`config.mk`:
```
export PLATFORM = sky130hd
export DESIGN_NAME = sha_result_merge
export DESIGN_NICKNAME = d
export VERILOG_FILES = /design/src/rtl/sha_result_merge.sv
export SDC_FILE = /design/constraint.sdc
export NUM_CORES = 2
export LEC_CHECK = 0
export CORE_AREA = 2 2 719 721
export DETAILED_ROUTE_END_ITERATION = 10
export DIE_AREA = 0 0 721 723
export HOLD_SLACK_MARGIN = 0.1
export PLACE_DENSITY_LB_ADDON = 0.2
export SLEW_MARGIN = 20
export SYNTH_ARGS = -nofsm -noshare
export SYNTH_HDL_FRONTEND = slang
export SYNTH_SLANG_ARGS = --single-unit
export TNS_END_PERCENT = 10
```
`constraint.sdc`:
```
create_clock -name clk -period 30.2 [get_ports clk]
set_input_delay 3.02 -clock clk [delete_from_list [all_inputs] [get_ports clk]]
set_output_delay 3.02 -clock clk [all_outputs]
set_load 0.005 [all_outputs]
```
`src/rtl/sha_result_merge.sv`:
```
// Rebuilds one AXI-Stream packet from the SHA wrapper's descriptor, payload and digest streams.
// Output order is descriptor beat, payload beats, then one digest beat that carries tlast.
`ifndef PANIC_DESC_WIDTH
`define PANIC_DESC_WIDTH 128
`endif

module sha_result_merge #(
    parameter int SWITCH_DATA_WIDTH = 512,
    parameter int SWITCH_KEEP_WIDTH = SWITCH_DATA_WIDTH / 8,
    parameter int DIGEST_BYTES      = 64
) (
    input  logic                         clk,
    input  logic                         rst,
    input  logic [`PANIC_DESC_WIDTH-1:0] s_desc_tdata,
    input  logic                         s_desc_tvalid,
    output logic                         s_desc_tready,
    input  logic [SWITCH_DATA_WIDTH-1:0] s_data_tdata,
    input  logic [SWITCH_KEEP_WIDTH-1:0] s_data_tkeep,
    input  logic                         s_data_tlast,
    input  logic                         s_data_tvalid,
    output logic                         s_data_tready,
    input  logic [511:0]                 s_sha_tdata,
    input  logic                         s_sha_tvalid,
    output logic                         s_sha_tready,
    output logic [SWITCH_DATA_WIDTH-1:0] m_axis_tdata,
    output logic [SWITCH_KEEP_WIDTH-1:0] m_axis_tkeep,
    output logic                         m_axis_tlast,
    output logic                         m_axis_tvalid,
    input  logic                         m_axis_tready,
    output logic [31:0]                  pkt_count
);

    localparam logic [1:0] IDLE   = 2'd0;
    localparam logic [1:0] DATA   = 2'd1;
    localparam logic [1:0] DIGEST = 2'd2;

    function automatic logic [SWITCH_KEEP_WIDTH-1:0] low_ones(input int n);
        logic [SWITCH_KEEP_WIDTH-1:0] k;
        k = '0;
        for (int i = 0; i < SWITCH_KEEP_WIDTH; i++)
            if (i < n) k[i] = 1'b1;
        return k;
    endfunction

    localparam logic [SWITCH_KEEP_WIDTH-1:0] DIGEST_KEEP = low_ones(DIGEST_BYTES);

    logic [1:0] state;
    logic [1:0] state_nxt;
    logic       load_en;
    logic       desc_hs;
    logic       data_hs;
    logic       sha_hs;

    // The output register can take a new beat when empty or when its beat leaves this cycle.
    assign load_en = !m_axis_tvalid || m_axis_tready;
    assign desc_hs = s_desc_tvalid && s_desc_tready;
    assign data_hs = s_data_tvalid && s_data_tready;
    assign sha_hs  = s_sha_tvalid && s_sha_tready;

    // NOTE: every output of this block gets a default first so no path leaves one unassigned
    // and infers a latch.
    always_comb begin
        state_nxt     = state;
        s_desc_tready = 1'b0;
        s_data_tready = 1'b0;
        s_sha_tready  = 1'b0;
        case (state)
            IDLE: begin
                s_desc_tready = load_en && !rst;
                if (s_desc_tvalid && s_desc_tready) state_nxt = DATA;
            end
            DATA: begin
                s_data_tready = load_en && !rst;
                if (s_data_tvalid && s_data_tready && s_data_tlast) state_nxt = DIGEST;
            end
            DIGEST: begin
                s_sha_tready = load_en && !rst;
                if (s_sha_tvalid && s_sha_tready) state_nxt = IDLE;
            end
            default: state_nxt = IDLE;
        endcase
    end

    // NOTE: sequential state uses non-blocking assignments so every register samples
    // pre-edge values regardless of statement order.
    always_ff @(posedge clk or posedge rst) begin
        if (rst) state <= IDLE;
        else     state <= state_nxt;
    end

    // NOTE: the whole output beat is reset, not just tvalid, so a dropped beat leaves no stale data.
    always_ff @(posedge clk or posedge rst) begin
        if (rst) begin
            m_axis_tvalid <= 1'b0;
            m_axis_tdata  <= '0;
            m_axis_tkeep  <= '0;
            m_axis_tlast  <= 1'b0;
            pkt_count     <= '0;
        end else begin
            if (desc_hs) begin
                m_axis_tvalid <= 1'b1;
                m_axis_tdata  <= SWITCH_DATA_WIDTH'(s_desc_tdata);
                m_axis_tkeep  <= '1;
                m_axis_tlast  <= 1'b0;
            end else if (data_hs) begin
                m_axis_tvalid <= 1'b1;
                m_axis_tdata  <= s_data_tdata;
                m_axis_tkeep  <= s_data_tkeep;
                m_axis_tlast  <= 1'b0;
            end else if (sha_hs) begin
                m_axis_tvalid <= 1'b1;
                m_axis_tdata  <= SWITCH_DATA_WIDTH'(s_sha_tdata);
                m_axis_tkeep  <= DIGEST_KEEP;
                m_axis_tlast  <= 1'b1;
            end else if (m_axis_tready) begin
                m_axis_tvalid <= 1'b0;
            end
            if (m_axis_tvalid && m_axis_tready && m_axis_tlast)
                pkt_count <= pkt_count + 32'd1;
        end
    end

endmodule

```
# [Word-level counts from Yosys, hierarchy flattened]
# Cells that the tools add are included.
[totals] regBits=612 input_bits=1223 out_inout_bits=613 word_cells=49
[classes] add_sub_neg=1 eq_ne=5 muxes=20 n_reduce_logical=17
[op_table] cell="512-bit 2-to-1 mux" count=3
[op_table] cell="64-bit 2-to-1 mux" count=3
[op_table] cell="32-bit by 1-bit adder with 32-bit output, second input constant" count=1
[op_table] cell="1-bit logical AND" count=10
[op_table] cell="1-bit 2-to-1 mux" count=10
[op_table] cell="2-bit 2-to-1 mux" count=3
[op_table] cell="2-bit inequality test, second input constant" count=3
[op_table] cell="2-bit one-hot mux with 3 select lines" count=1
[op_table] cell="4-bit nonzero test" count=1
[op_table] cell="3-bit AND reduction" count=1
[op_table] cell="3-bit nonzero test" count=1
[op_table] cell="2-bit by 1-bit == test with 1-bit output, second input constant" count=1
[op_table] cell="2-bit == test, second input constant" count=1
[op_table] cell="1-bit logical NOT" count=2
[op_table] cell="2-bit logical NOT" count=1
[op_table] cell="1-bit logical OR" count=1

# [Logic depth before layout (Yosys ltp)]
[logic_depth] ltp_word=8 depth_mapped=8 mapped_depth_nobuf=5

# [Worst setup path after synthesis]
# OpenSTA, ideal clock, no wires.
[synth_path] path_type="input to output" start="input rst" end="output s_desc_tready" arrival_time_ps=11374 t_required_ps=27180 setup_slack_ps=15806 stages=6 path_buffers=3 path_cell_list="buf_2 -> inv_2 -> nand2_2 -> buf_2 -> clkbuf_1 -> nor3_1"
[synth_between] elab_chain_cells=3
[synth_rtl] item="from (decl)" line_no="13" source="input logic rst,"
[synth_rtl] item="1-bit logical NOT (no line)"
[synth_rtl] item="1-bit logical AND" line_no="69" source="s_desc_tready = load_en && !rst;"
[synth_rtl] item="1-bit 2-to-1 mux" line_no="67" source="case (state)"
[synth_rtl] item="to (decl)" line_no="16" source="output logic s_desc_tready,"
# No other way between the ends.

# [Worst setup path after layout]
[layout_path] start="input m_axis_tready" end="output s_data_tready"
[layout_between] elab_chain_cells=3
[layout_rtl] item="from (decl)" line_no="29" source="input logic m_axis_tready,"
[layout_rtl] item="1-bit logical OR" line_no="55" source="assign load_en = !m_axis_tvalid || m_axis_tready;"
[layout_rtl] item="1-bit logical AND" line_no="73" source="s_data_tready = load_en && !rst;"
[layout_rtl] item="1-bit 2-to-1 mux" line_no="67"
[layout_rtl] item="to (decl)" line_no="21" source="output logic s_data_tready,"
# No other way between the ends.

==> flow_summary.ini <==
[yosys]
synthFlopType = dfrtp_1
yosys.area.top_type = dfrtp_1
synth_seq_cells = 612
yosysSeqAreaShare = 0.514
syn_inst = 3467
synth_area_leaders = dfrtp_1, nand2_1, o21ai_0, a31oi_1, a211oi_1
synth_cell_types = 42
synth_edf_count = 0
synth_nets = 4691
ys_warn_count = 0
avgSynthCellArea_um2 = 8.59
synth_top_area_share = 0.514
syn_area_mm2 = 0.0298
async_reset_ff_frac = 1.00

[timing]
fin_crit_sh = 0.284
worst_pin_slew_ns = 1.24
period_needed_ns = 8.58
final.setup.tns_ns = 0
max_freq_mhz = 116
slew_viol_final = 0
fin_skew_ns = 0.0712
maxSlewHeadroom = 0.173
setup_violations = 0
rsz0062_at_grt = false
hold_viol = 0

[setup_path]
worstPathRequired_ns = 27.18
cp_max_fo = 42
start_kind = input pin
end_kind = primary output
cpMostUsedCell = clkdlybuf4s50_1
crit_buf_inv = 3
slowest_stage = buf_4
cp_top_family = buffers and inverters
critical_path_class = in2out
cp_cell_sequence = clkdlybuf4s50_1 > nand2b_2 > nand2_4 > buf_4 > nor2_1 > clkdlybuf4s50_1
slowest_delay_ns = 0.57
worstPathArrival_ns = 5.56

[route]
drt_iter0_markers = 3093
wl_per_cell_um = 32.7
ant_nets = 0
wl_mm = 394
drc = 0
num_vias = 38200
drt_pass1_iterations = 7
viasPerCell = 3.17

[power_and_ir_drop]
power_density_mw_per_mm2 = 81.6
leakagePower_uw = 0.0208
ir_worst_vdd_mv = 0.0436

[finish]
area_growth_pct = 99.3
instances_no_fill = 12000
final_common_cell = clkdlybuf4s50_1
final_cell_mix = clkdlybuf4s50_1, nand2_1, dfrtp_1
nFillCells = 59400
final_layout_size_suffix_gt1_frac = 0.0496
nNetsFinal = 6329

[floorplanning]
die_area_mm2 = 0.521
io_pins = 1836
die_y_um = 723
rows = 264
initial_core_util = 0.0579
dieWidth_um = 721
fp.coreArea_mm2 = 0.515

[clock_network]
cts_root_buf = clkbuf_16
cts_sinks = 612
postCtsSetupRepairBufs = 0
cts_tree = built
clk_pin_slew_ns = 0.06
htreeDepth = 3
cts-hold-fix-buffers = 0
insertion_delay_ns = 0.85
cts_buffers = 100
clk_path_buf_depth = 4
postCtsResizedCells = 0

[global_route]
grt_pass1_wl_mm = 484
grt_pass1_vias = 38300
grt_antenna_before_repair = 344
overflow = 0
grtUsageTotal = 0.145
grt_max_degree = 215

[status]
status = finished, final reports clean

[place]
gp_congestion = 1.02
io_buffers = 1835
dp.cells = 11800
hpwl_mm = 336

[flow_run]
maxCapViolCount = 0

[worst_hold_path]
hp-class = reg2reg
==> cell families after synthesis <==
group | synth area share
fa+ha+maj | 0.000420
compound gates | 0.251
flops | 0.514
xor+xnor | 0.00911
buf+inv | 0.0534
simple gates | 0.171
mux | 0.00105
==> registers in the layout, summed over array words and instances, names as in the netlist <==
name / count
m_axis_tdata: 512
m_axis_tkeep: 64
m_axis_tlast: 1
m_axis_tvalid: 1
pkt_count: 32
state: 2
==> path summary, 6_finish.rpt <==
kind                       cells past startpoint                end  slack [ns]          start
hold reg to reg                                1      pkt_count[31]        0.48  pkt_count[31]
setup / recovery                               6      s_data_tready       21.62  m_axis_tready
hold / removal                                 1      pkt_count[31]        0.48  pkt_count[31]
min in group asynchronous                      2   m_axis_tdata[38]        2.46            rst
max in group asynchronous                      7  m_axis_tdata[286]       23.76            rst
setup reg to reg                               9  m_axis_tdata[289]       24.97       state[0]
==> final cells by class <==
class                      count  area (um2)  share of cell area
tap                         6783        8490               0.143
clock inverter                45         584             0.00984
clock buffer                 136        2860              0.0481
timing repair buffer        1905       19000               0.319
sequential                   612       15300               0.258
inverter                       2        15.0            0.000253
multi-input combinational   2484       13000               0.219
antenna                       77         193             0.00324
==> metal layers <==
metal  share of wire  GRT usage  wire length (um)  vias to the layer above
met5          0.0022          0               867                        -
met4           0.041     0.0470             16300                      134
met3           0.099     0.0596             39200                      773
met2            0.46      0.236            181000                     2125
met1            0.40      0.171            156000                    19300
li1                -          -                 -                    15900
==> per-stage QoR <==
| step | hold slack [ns] | total power [uW] | utilization | setup slack (ns) | instance area [um2] |
|---|---|---|---|---|---|
| after floorplan | 0.468 | 2010 | - | 15.81 | 29800 |
| after global placement | 0.472 | 3620 | 0.108 | 21.63 | 55700 |
| after detailed placement | 0.474 | 3620 | 0.108 | 21.63 | 55700 |
| after CTS | 0.484 | 4960 | 0.115 | 21.63 | 59200 |
| after global routing | 0.499 | 5110 | 0.115 | 21.55 | 59300 |
| final | 0.481 | 4840 | 0.115 | 21.62 | 59400 |
==> cell usage after synthesis, drive strengths merged (2+ instances only) <==
master  count
nor3        5
nor4      133
nand3      11
a31oi     384
xor2        5
o22a       64
o21ai     512
nand4      15
a211oi    128
nand2b      2
and4        3
mux2i       2
nand2     911
nor2      135
xnor2      26
buf       106
and3        6
and2        2
dfrtp     612
clkbuf    263
o31ai     128
nor2b       3
inv         2
==> report_power, final <==
part	internal [uW]	switching, uW	total, uW
registers	1170	285	1460
clock network	757	524	1280
logic	985	1120	2110
(Power assumes the default switching activity.)
